<file path="config.mk">
export PLATFORM = sky130hd
export DESIGN_NAME = gray_fifo_ctrl_32
export DESIGN_NICKNAME = d
export VERILOG_FILES = /design/src/rtl/gray_fifo_ctrl_32.sv
export SDC_FILE = /design/constraint.sdc
export NUM_CORES = 1
export LEC_CHECK = 0
export CAP_MARGIN = 20
export CORE_AREA = 5 5 70 59
export CTS_BUF_LIST = sky130_fd_sc_hd__clkbuf_8
export CTS_CLUSTER_DIAMETER = 100
export CTS_CLUSTER_SIZE = 25
export DETAILED_ROUTE_END_ITERATION = 16
export DIE_AREA = 0 0 75 64
export PLACE_DENSITY = 0.71
export SYNTH_ARGS = -nofsm -noshare
export SYNTH_HDL_FRONTEND = slang
export SYNTH_SLANG_ARGS = --single-unit
</file>
<file path="constraint.sdc">
create_clock -name clk -period 3.5 [get_ports clk]
set_input_delay 0.525 -clock clk [delete_from_list [all_inputs] [get_ports clk]]
set_output_delay 0.525 -clock clk [all_outputs]
set_load 0.1 [all_outputs]
</file>
<file path="src/rtl/gray_fifo_ctrl_32.sv">
// Pointer/flag controller for a 32-entry single-clock ring buffer.
// Exposes RAM strobes and addresses, Gray-coded pointers, occupancy, status and sticky error flags.

module gray_fifo_ctrl_32_param_chk #(
  parameter int AF_LEVEL = 28,
  parameter int AE_LEVEL = 4
) (
  input logic clk
);
  localparam bit PARAMS_LEGAL = (AF_LEVEL >= 1) && (AF_LEVEL <= 31) &&
                                (AE_LEVEL >= 1) && (AE_LEVEL <= 31);

  // Flags an out-of-range threshold as soon as the clock runs
  param_legal_a: assert property (@(posedge clk) PARAMS_LEGAL)
    else $error("gray_fifo_ctrl_32: AF_LEVEL=%0d AE_LEVEL=%0d outside 1..31", AF_LEVEL, AE_LEVEL);
endmodule

module gray_fifo_ctrl_32 #(
  parameter int AF_LEVEL = 28,
  parameter int AE_LEVEL = 4
) (
  input  logic       clk,
  input  logic       reset_n,
  input  logic       wr_req,
  input  logic       rd_req,
  input  logic       flush,
  input  logic       err_clr,
  output logic       wr_en,
  output logic       rd_en,
  output logic [4:0] wr_addr,
  output logic [4:0] rd_addr,
  output logic [5:0] wr_gray,
  output logic [5:0] rd_gray,
  output logic [5:0] level,
  output logic       full,
  output logic       empty,
  output logic       almost_full,
  output logic       almost_empty,
  output logic       ovf_err,
  output logic       udf_err
);
  localparam logic [5:0] AF_W = 6'(AF_LEVEL);
  localparam logic [5:0] AE_W = 6'(AE_LEVEL);

  function automatic logic [5:0] bin2gray(input logic [5:0] bin);
    return bin ^ (bin >> 1);
  endfunction

  logic [5:0] wptr_r, rptr_r, wptr_nxt_s, rptr_nxt_s, level_nxt_s;
  logic [5:0] wr_gray_r, rd_gray_r, level_r;
  logic       full_r, empty_r, almost_full_r, almost_empty_r;
  logic       ovf_err_r, udf_err_r, ovf_nxt_s, udf_nxt_s;
  logic       wr_en_s, rd_en_s, ovf_set_s, udf_set_s;

  gray_fifo_ctrl_32_param_chk #(.AF_LEVEL(AF_LEVEL), .AE_LEVEL(AE_LEVEL)) u_param_chk (.clk(clk));

  assign wr_en_s   = wr_req & ~full_r & ~flush;
  assign rd_en_s   = rd_req & ~empty_r & ~flush;
  assign ovf_set_s = wr_req & full_r & ~flush;
  assign udf_set_s = rd_req & empty_r & ~flush;

  // Next pointer values; reset and flush both return the ring to its origin
  always_comb begin
    wptr_nxt_s = wptr_r;
    rptr_nxt_s = rptr_r;
    if (!reset_n || flush) begin
      wptr_nxt_s = 6'd0;
      rptr_nxt_s = 6'd0;
    end else begin
      wptr_nxt_s = wptr_r + {5'd0, wr_en_s};
      rptr_nxt_s = rptr_r + {5'd0, rd_en_s};
    end
    level_nxt_s = wptr_nxt_s - rptr_nxt_s;
  end

  // Sticky error next state: reset clears, a new event beats err_clr
  always_comb begin
    ovf_nxt_s = ovf_err_r;
    udf_nxt_s = udf_err_r;
    if (!reset_n) begin
      ovf_nxt_s = 1'b0;
      udf_nxt_s = 1'b0;
    end else begin
      if (ovf_set_s) begin
        ovf_nxt_s = 1'b1;
      end else if (err_clr) begin
        ovf_nxt_s = 1'b0;
      end else begin
        ovf_nxt_s = ovf_err_r;
      end
      if (udf_set_s) begin
        udf_nxt_s = 1'b1;
      end else if (err_clr) begin
        udf_nxt_s = 1'b0;
      end else begin
        udf_nxt_s = udf_err_r;
      end
    end
  end

  // State registers; flags are derived from the next level so they never lag it
  always_ff @(posedge clk) begin
    wptr_r         <= wptr_nxt_s;
    rptr_r         <= rptr_nxt_s;
    wr_gray_r      <= bin2gray(wptr_nxt_s);
    rd_gray_r      <= bin2gray(rptr_nxt_s);
    level_r        <= level_nxt_s;
    full_r         <= (level_nxt_s == 6'd32);
    empty_r        <= (level_nxt_s == 6'd0);
    almost_full_r  <= (level_nxt_s >= AF_W);
    almost_empty_r <= (level_nxt_s <= AE_W);
    ovf_err_r      <= ovf_nxt_s;
    udf_err_r      <= udf_nxt_s;
  end

  assign wr_en        = wr_en_s;
  assign rd_en        = rd_en_s;
  assign wr_addr      = wptr_r[4:0];
  assign rd_addr      = rptr_r[4:0];
  assign wr_gray      = wr_gray_r;
  assign rd_gray      = rd_gray_r;
  assign level        = level_r;
  assign full         = full_r;
  assign empty        = empty_r;
  assign almost_full  = almost_full_r;
  assign almost_empty = almost_empty_r;
  assign ovf_err      = ovf_err_r;
  assign udf_err      = udf_err_r;
endmodule

</file>
==> results <==
- The most used flip-flop cell after synthesis is dfxtp_1.
- The register area share after synthesis is 50.70%.
- The pin count of the biggest net entering global routing is 11.
- After detailed routing, the number of remaining DRC violations is 0.
- The vias after detailed routing is 1,006.
- Fill cells in the final layout number 274.
- Timing analysis after detailed placement gives a worst setup slack of -1.143 ps.
- The cell count after synthesis came out at 128.
- The width of the die is 75 µm.
- The worst voltage drop across the vdd grid is 0.2049 mV.
- The CTS tree is done.
- The final critical path takes up 91.14% of the cycle.
- The final weighted congestion in routability-driven placement is 0.7506.
- The layout cell share with drive strength beyond 1 is 25.82%.
- The floorplan row count is 19.
- The count of input and output buffers is 41.
- The antenna diode count is 0.
- The number of antenna violations at the first check in global routing is 0.
- The max capacitance violation total is 0.
- The signed area change from the synthesized netlist to the final layout is 55.73%.
- The number of placed I/O pins is 42.
- The floorplan core area is 3352 µm².
- A synthesized cell averages 10.49 µm².
- The average via count per standard cell is 4.491.
- The relative slew slack is 33.93%.
- The count of pins over their slew limit came to 0.
- The cell area after technology mapping is 1343 µm².
- The largest area contributor in the netlist is dfxtp_1.
- The flop and latch count out of synthesis is 34.
- The wire length after detailed routing is 2.826 mm.
- The sequential cell area is 688.2 µm².
- For the final routed database, the setup TNS stands at 0 ps.
- The setup clock skew after layout is 1.900 ps.
- Clock tree synthesis selected as its root buffer the cell clkbuf_8.
- For this run, the number of Yosys warnings is 0.
- Detailed placement ended at an HPWL of 2.285 mm.
- After the first detailed-routing iteration, the DRC count stood at 23.
- The class of the most critical setup path is in -> reg.
- Timing would allow up to 0.3135 GHz.
- Sorting the synthesized cells by area gives the leading types as dfxtp_1 (51%), ha_1 (8.4%), xor2_1 (7.8%), xnor2_1 (3.3%), nor2_1 (2.8%).
- Counting distinct cell types in the post-synthesis netlist gives 34.
- The worst setup margin is 310.1 ps.
- The first global-routing pass estimated 4.712 mm of wire.
- The number of search-and-repair iterations in the first detailed-routing pass is 4.
- Counting along the longest clock path gives a buffer depth of 2.
- The flow ran to the end, and the final reports show no timing, DRC or antenna violations.
- The signal arrival time at the worst endpoint is 3410 ps.
- Setup repair after global routing left no endpoint under its margin.
- The starting density of the core is 40.05%.
- Once detail routing completed, the nets flagged for antenna violations numbered 0.
- Counting the buffers created by CTS gives 5.
- The via count of the first global-routing pass is 1,028.
- The startpoint class of the critical path is a primary input.
- The multi-input combinational cells in the finished layout cover a total of 775.7 µm².
- In the synthesized netlist the async set-or-reset flop fraction comes to 0%.
- Buffers inserted to repair hold after CTS numbered 0.
- CTS built an H-tree with a depth of 2.
- CTS saw 34 sinks.
- The sum of overflow across all layers after global routing is 0.
- The critical-path maximum fanout is 6.
- The worst setup path is captured at a flip-flop.
- The data required time of the critical path is 3720 ps.
- At the later pin of the worst-skew pair, clock insertion delay measures 280 ps.
- The hold slack is 475.5 ps.
- Post-CTS timing repair inserted 0 buffers for setup.
- The actual slew at the worst max-slew pin is 987.9 ps.
- The area of the die is 4800 µm².
- The smallest clock period supported by the final layout is computed as 3190 ps.
- Global routing consumed, over all layers together, 13.15% of the routing resources.
- The top cell type's share of synthesized area is 50.70%.
- The number of cells upsized or downsized after cts is 0.
- The path class of the tightest hold or removal check is reg -> reg.
- The power per cell area is 379.0 nW/µm².
- The final hold violation count is 0.
- For this run, the post-layout net count is 198.
- The analysis attributes to cell leakage a power of 0.8494 nW.
- The die is 64 µm tall.
- Setup violations remaining at the end of the flow were counted as 0.
- Counting flops with a built-in enable in the synthesized netlist gives 0.
- After clock tree synthesis, the clock-pin slew on the worst setup and hold paths is 60 ps.
- When the netlist entered floorplanning its net count stood at 144.
- Dividing the detail-routed wire length by the instance count gives 12.62 µm.
-- per-layer routing --
metal	global-route usage [%]	part of all wire, %	routed length, µm
met1	16.12	46	1295
met2	20.33	45	1260
met3	4.389	7.2	203
met4	6.667	2.3	66
met5	0	0	0
-- synthesized netlist by cell type, types with 2 or more instances --
| library cell | number |
|---|---|
| a21boi_0 | 2 |
| and2_1 | 2 |
| o21ai_0 | 3 |
| nor3_1 | 2 |
| xor2_1 | 12 |
| nand2b_1 | 4 |
| nand3_1 | 5 |
| inv_1 | 6 |
| inv_2 | 2 |
| a21oi_1 | 3 |
| nand2_1 | 7 |
| nor2_1 | 10 |
| nand3b_1 | 2 |
| nor2b_1 | 2 |
| xnor2_1 | 5 |
| nor3b_1 | 2 |
| dfxtp_1 | 34 |
| ha_1 | 9 |
-- final cells by class --
cell class | count | share of cell area (%)
tap | 42 | 2.513
timing repair buffer | 48 | 21.90
clock buffer | 6 | 3.950
multi-input combinational | 85 | 37.10
sequential | 34 | 32.91
inverter | 8 | 1.436
clock inverter | 1 | 0.1795
-- flip-flops by register name (all words and copies together), names as in the netlist --
signal        flops
almost_full       1
udf_err           1
wptr_r            6
wr_gray           5
full              1
almost_empty      1
level             6
empty             1
ovf_err           1
rd_gray           6
rptr_r            5
-- worst max-delay path, cell delays in order --
cell and delay, ps:
clkdlybuf4s50_1 540, nor3b_4 310, ha_4 240, nand2_1 90
ha_1 180, inv_1 60, fa_2 370, a21o_1 200
a21oi_2 160, xnor2_2 110, or4_1 420, and2b_1 200
-- logic make-up (layout without fill, tap and decap cells) --
family / after synthesis / count (layout) / synth area share [%]
simple gates: 39 / 39 / 15.28
flops: 34 / 34 / 50.70
compound gates: 18 / 18 / 9.320
xor+xnor: 18 / 18 / 12.30
fa+ha+maj: 10 / 10 / 9.879
buf+inv: 9 / 63 / 2.516
-- placed cells by master (no fill, tap or decap), drive strengths merged, types with 2 or more instances in the layout --
cell type,n
a21boi,2
nand3,5
clkbuf,6
nor3b,2
dfxtp,34
nor2,10
xor2,13
a21oi,4
ha,9
inv,9
nor3,2
nor2b,2
nand3b,2
nand2b,4
o21ai,4
xnor2,5
and2,2
buf,9
nand2,7
clkdlybuf4s50,39
-- through the flow --
step	instances	power [mW]	util (%)	instance area, µm²
2_1_floorplan	128	0.4928	-	1498
6_report	224	0.7924	62.37	2091
3_5_place_dp	217	0.5217	59.80	2004
5_1_grt	224	0.8245	62.37	2091
3_3_place_gp	217	0.5213	59.80	2004
4_1_cts	224	0.8036	62.37	2091
-- power breakdown --
part	switching (mW)	internal, mW	total, mW
registers	0.00482	0.395	0.399
logic	0.0815	0.0318	0.113
clock network	0.127	0.153	0.280
-- final timing paths --
check | startpoint | endpoint | slack (ps) | cells past startpoint
max | flush | full | 310 | 12
max reg2reg | full | full | 810 | 11
min | ovf_err | ovf_err | 480 | 2
min reg2reg | ovf_err | ovf_err | 480 | 2
No activity file was read; power rests on OpenSTA's default activity.
